===== src/rtl/even_sample_fifo_pkg.sv =====
// Shared types and default sizing for the even-sample FIFO slice.
package even_sample_fifo_pkg;

    localparam int SAMPLE_W   = 32;
    localparam int FIFO_DEPTH = 4;
    localparam int CNT_W      = 8;
    localparam int PTR_W      = $clog2(FIFO_DEPTH) + 1;
    localparam logic [CNT_W-1:0] DROP_MAX = {CNT_W{1'b1}};

    typedef logic [SAMPLE_W-1:0] sample_t;

    // A sample is even when it is valid and its LSB is clear.
    function automatic logic is_even(input logic valid, input logic lsb);
        return valid & ~lsb;
    endfunction

endpackage


===== src/rtl/even_sample_fifo_sync_fifo_core.sv =====
// Synchronous FIFO core: storage array, wrap-bit pointers, full/empty/level.
module sync_fifo_core
    import even_sample_fifo_pkg::*;
#(
    parameter int WIDTH = SAMPLE_W,
    parameter int DEPTH = FIFO_DEPTH
) (
    input  logic                       clk,
    input  logic                       rst_n,
    input  logic                       push,
    input  logic                       pop,
    input  logic [WIDTH-1:0]           wr_data,
    output logic [WIDTH-1:0]           rd_data,
    output logic                       full,
    output logic                       empty,
    output logic [$clog2(DEPTH):0]     level
);

    localparam int AW = $clog2(DEPTH);
    localparam int PW = AW + 1;

    logic [WIDTH-1:0] mem_r [DEPTH];
    logic [PW-1:0]    wr_ptr_r;
    logic [PW-1:0]    rd_ptr_r;
    logic             full_s;
    logic             empty_s;

    // Storage array: written at the tail on push, cleared by reset.
    always_ff @(posedge clk) begin
        if (!rst_n) begin
            for (int i = 0; i < DEPTH; i++) begin
                mem_r[i] <= {WIDTH{1'b0}};
            end
        end else if (push) begin
            mem_r[wr_ptr_r[AW-1:0]] <= wr_data;
        end else begin
            mem_r <= mem_r;
        end
    end

    // Pointer update; the extra MSB distinguishes full from empty.
    always_ff @(posedge clk) begin
        if (!rst_n) begin
            wr_ptr_r <= {PW{1'b0}};
            rd_ptr_r <= {PW{1'b0}};
        end else begin
            if (push) begin
                wr_ptr_r <= wr_ptr_r + {{(PW-1){1'b0}}, 1'b1};
            end else begin
                wr_ptr_r <= wr_ptr_r;
            end
            if (pop) begin
                rd_ptr_r <= rd_ptr_r + {{(PW-1){1'b0}}, 1'b1};
            end else begin
                rd_ptr_r <= rd_ptr_r;
            end
        end
    end

    // Status decode from the registered pointers.
    always_comb begin
        full_s  = (wr_ptr_r[PW-1] != rd_ptr_r[PW-1]) &&
                  (wr_ptr_r[AW-1:0] == rd_ptr_r[AW-1:0]);
        empty_s = (wr_ptr_r == rd_ptr_r);
    end

    assign full    = full_s;
    assign empty   = empty_s;
    assign level   = wr_ptr_r - rd_ptr_r;
    assign rd_data = mem_r[rd_ptr_r[AW-1:0]];

endmodule


===== src/rtl/even_sample_fifo.sv =====
// Even-value filter on a counter stream with a holding register, FIFO
// buffering toward a valid/ready consumer, and overflow accounting.
module even_sample_fifo
    import even_sample_fifo_pkg::*;
#(
    parameter int WIDTH  = SAMPLE_W,
    parameter int DEPTH  = FIFO_DEPTH,
    parameter int DROP_W = CNT_W
) (
    input  logic                   clk,
    input  logic                   rst_n,
    input  logic [WIDTH-1:0]       in_data,
    input  logic                   in_valid,
    output logic [WIDTH-1:0]       last_even,
    output logic [WIDTH-1:0]       out_data,
    output logic                   out_valid,
    input  logic                   out_ready,
    output logic [$clog2(DEPTH):0] level,
    output logic                   overflow,
    output logic [DROP_W-1:0]      drop_cnt
);

    localparam logic [DROP_W-1:0] DROP_SAT = {DROP_W{1'b1}};

    logic               even_s;
    logic               push_s;
    logic               pop_s;
    logic               drop_s;
    logic               full_s;
    logic               empty_s;
    logic [WIDTH-1:0]   last_even_r;
    logic               overflow_r;
    logic [DROP_W-1:0]  drop_cnt_r;

    // Handshake decode: a pop frees a slot in the same cycle, so a full
    // FIFO with a pop still accepts the incoming even sample.
    always_comb begin
        even_s = is_even(in_valid, in_data[0]);
        pop_s  = ~empty_s & out_ready;
        push_s = even_s & (~full_s | pop_s);
        drop_s = even_s & full_s & ~pop_s;
    end

    sync_fifo_core #(
        .WIDTH (WIDTH),
        .DEPTH (DEPTH)
    ) u_core (
        .clk     (clk),
        .rst_n   (rst_n),
        .push    (push_s),
        .pop     (pop_s),
        .wr_data (in_data),
        .rd_data (out_data),
        .full    (full_s),
        .empty   (empty_s),
        .level   (level)
    );

    // Holding register: captures every even sample, accepted or dropped.
    always_ff @(posedge clk) begin
        if (!rst_n) begin
            last_even_r <= {WIDTH{1'b0}};
        end else if (even_s) begin
            last_even_r <= in_data;
        end else begin
            last_even_r <= last_even_r;
        end
    end

    // Drop accounting: sticky flag plus saturating counter.
    always_ff @(posedge clk) begin
        if (!rst_n) begin
            overflow_r <= 1'b0;
            drop_cnt_r <= {DROP_W{1'b0}};
        end else if (drop_s) begin
            overflow_r <= 1'b1;
            if (drop_cnt_r != DROP_SAT) begin
                drop_cnt_r <= drop_cnt_r + {{(DROP_W-1){1'b0}}, 1'b1};
            end else begin
                drop_cnt_r <= drop_cnt_r;
            end
        end else begin
            overflow_r <= overflow_r;
            drop_cnt_r <= drop_cnt_r;
        end
    end

    assign last_even = last_even_r;
    assign overflow  = overflow_r;
    assign drop_cnt  = drop_cnt_r;
    assign out_valid = ~empty_s;

endmodule


===== config.mk =====
export PLATFORM = sky130hd
export DESIGN_NAME = even_sample_fifo
export DESIGN_NICKNAME = d
export VERILOG_FILES = /design/src/rtl/even_sample_fifo_pkg.sv /design/src/rtl/even_sample_fifo_sync_fifo_core.sv /design/src/rtl/even_sample_fifo.sv
export SDC_FILE = /design/constraint.sdc
export NUM_CORES = 1
export LEC_CHECK = 0
export BUFFER_PORTS_ARGS = -buffer_cell sky130_fd_sc_hd__buf_2
export CORE_MARGIN = 10
export CORE_UTILIZATION = 56
export DETAILED_ROUTE_END_ITERATION = 7
export GPL_TIMING_DRIVEN = 0
export PLACE_DENSITY = 0.79
export RECOVER_POWER = 100
export SYNTH_ARGS = -nofsm -noshare
export SYNTH_HDL_FRONTEND = slang
export SYNTH_SLANG_ARGS = --single-unit

===== constraint.sdc =====
create_clock -name clk -period 3.6 [get_ports clk]
set_input_delay 0.36 -clock clk [delete_from_list [all_inputs] [get_ports clk]]
set_output_delay 0.36 -clock clk [all_outputs]
set_load 0.02 [all_outputs]

==> metrics.txt <==
clock sinks=175; Worst path most repeated cell=clkbuf_1; Post-synth EDFFs=0; Final setup viols=0; HPWL after detailed placement=14,000 um; Hold Fails Final Rpt=0; Num CTS Buffers=17; fin nets=896; Core ar.=12,500 um2; skew final=6.20 ps; Post-CTS Hold Fix Bufs=0; status=complete, no violations; Post-Syn Area=7120 um2; combinational family with the most area after synthesis=multiplexers; commonest non-fill, non-tap cell in the layout=nand2_1; 1st-iter DRT viols=577; Yosys top cell area share=0.492; Compound-Gate Fraction of Synth Area=0.0636; antenna diode count=0; worst-path cell chain=clkbuf_1 -> clkbuf_1 -> clkbuf_1 -> mux4_2 -> clkbuf_2; Skew-Pair Late Insertion Delay=430 ps; ys flop type=dfxtp_1; initial antenna violation count=0; worst hold path type=in -> reg; crit share post-route=0.930; Die Wd=133 um; post-synthesis sequential element count=175; Buffers on Ports=111; Max Clk Rate=299 MHz; PwrDens=507 nW/um2; Fillers=996; Syn Nets=764; Clock Tree Root=clkbuf_16; Synth Area in Simple Gates=0.149; CTS tree=yes; Slew @ Worst Pin=858 ps; Core Util, Final=0.671; post-synthesis mux area share=0.233; dpl cell area=7890 um2; Post-Synth XOR/XNOR Area=0.00861; leakage=3.66 nW; # IOs=113; critical path type=reg -> out; Row Count=41; RSZ-0062 raised after global routing=false; Max-slew headroom=0.428; commonest cells after routing, fill and taps aside=nand2_1 (192), dfxtp_1 (175), clkbuf_1 (111), mux2i_1 (94); sequential area share after synthesis=0.492; grt total ovfl=0; drt drc=0; maximum buffer depth of the clock tree=2; CP Data Required Time=3240 ps; largest net degree at the start of global routing=20; worst-path maximum fanout=10; VDD IR max=0.339 mV; drt first pass iters=6; post-synthesis adder-cell area fraction=0.0169; share of layout cells above drive strength 1=0.142; Routability Congestion=0.867; max-cap violation count=0; Crit. End Element=output pin; crit-path max cell delay=610 ps; vias in the first global route=6,051; critical path arrival=2990 ps; Initial Util=0.569; critical path launch point type=register; Die Span Y=133 um; post-route antenna net violation count=0; total track usage=0.219; Ys Warns=0; Reg clk slew, reported paths=60 ps; Min Clock Period, post-route=3350 ps; post-synthesis cell count=719; async set-reset flop share out of synthesis=0; biggest area consumer among synthesized cells=dfxtp_1; Synth area leaders=dfxtp_1 (49%), mux2i_1 (13%), mux4_2 (10%); Distinct cells, synth=32; Via density=5.64; Layout area overhead=18.0%; area of the die=17,600 um2; H-tree depth=4; global-route wire length before repair=31,100 um; WL/cell=18.6 um; slowest CP cell=clkbuf_1; via count=5,843; Final Max Slew Viols=0; Design Area, Final=8400 um2; total wire length=19,200 um; syn avg cell area=9.90 um2
==> cells in the mapped netlist (all sizes together), types with 2 or more instances <==
cell    count
dfxtp     175
inv         8
and3        7
o31ai       4
mux2i      94
nand2     192
nand2b      2
a21oi      39
nor2        5
clkbuf     40
xnor2       3
and4        2
o21ai      34
nand3      37
xor2        4
or3         3
mux4       32
o211ai      2
buf        16
ha          8
or4         3
==> final cells by class <==
type,instances,area (um2),area share
buffer,55,223,0.0265
clock buffer,28,547,0.0651
clock inverter,4,22.5,0.00268
inverter,8,30.0,0.00358
multi-input combinational,480,3360,0.400
sequential,175,3500,0.417
tap,172,215,0.0256
timing repair buffer,114,498,0.0593
==> critical path, delay by kind of cell, from the launching register on <==
| kind | cells | cell delay [ps] |
|---|---|---|
| mux | 1 | 440 |
| buf+inv | 4 | 1730 |
| flops | 1 | 380 |
==> timing repair <==
action,in CTS,in global routing
cloned,0,0
pin swaps,1,0
gates resized for setup,0,1
setup buffers,3,0
setup endpoints to repair,128,2
==> kinds of logic (layout without fill, tap and decap cells) <==
logic type / Yosys count / after routing
compound gates: 84 / 84
simple gates: 254 / 254
flops: 175 / 175
buf+inv: 64 / 209
xor+xnor: 7 / 7
fa+ha+maj: 9 / 9
mux: 126 / 126
==> power by group <==
group | leakage (nW) | switching [mW] | internal [mW]
registers | 1.42 | 0.0280 | 1.99
clock network | 0.282 | 0.721 | 1.03
logic | 1.96 | 0.326 | 0.171
==> through the flow <==
stage / worst slack [ps] / power, mW / hold WS [ps] / setup TNS (ps) / cells
after floorplan: 587 / 2.39 / 435 / 0 / 719
after global placement: -301 / 2.55 / 435 / -8840 / 1002
after detailed placement: -433 / 2.56 / 443 / -13870 / 1002
after CTS: 216 / 4.29 / 170 / 0 / 1036
after global routing: 70.0 / 4.40 / 187 / 0 / 1036
final: 252 / 4.26 / 181 / 0 / 1036
==> registers in the layout, indices dropped and copies added, names as in the netlist <==
register         flops
drop_cnt             8
u_core.rd_ptr_r      3
u_core.mem_r       128
overflow             1
u_core.wr_ptr_r      3
last_even           32
==> per-layer routing <==
layer / wire length, um / vias to the layer above / GRT usage
li1: - / 2742 / -
met1: 8010 / 2843 / 0.270
met2: 9510 / 231 / 0.359
met3: 1380 / 27 / 0.0606
met4: 335 / 0 / 0.0801
met5: 0 / - / 0
==> path summary, 6_finish.rpt <==
path,startpoint,endpoint,slack [ps],cells after the start
worst max register to register,u_core.rd_ptr_r[1],drop_cnt[2],290,10
worst min register to register,overflow,overflow,450,2
worst max-delay path,u_core.rd_ptr_r[0],out_data[13],250,5
worst min-delay path,in_data[28],last_even[28],180,3
Power figures use the tool's default switching activity.
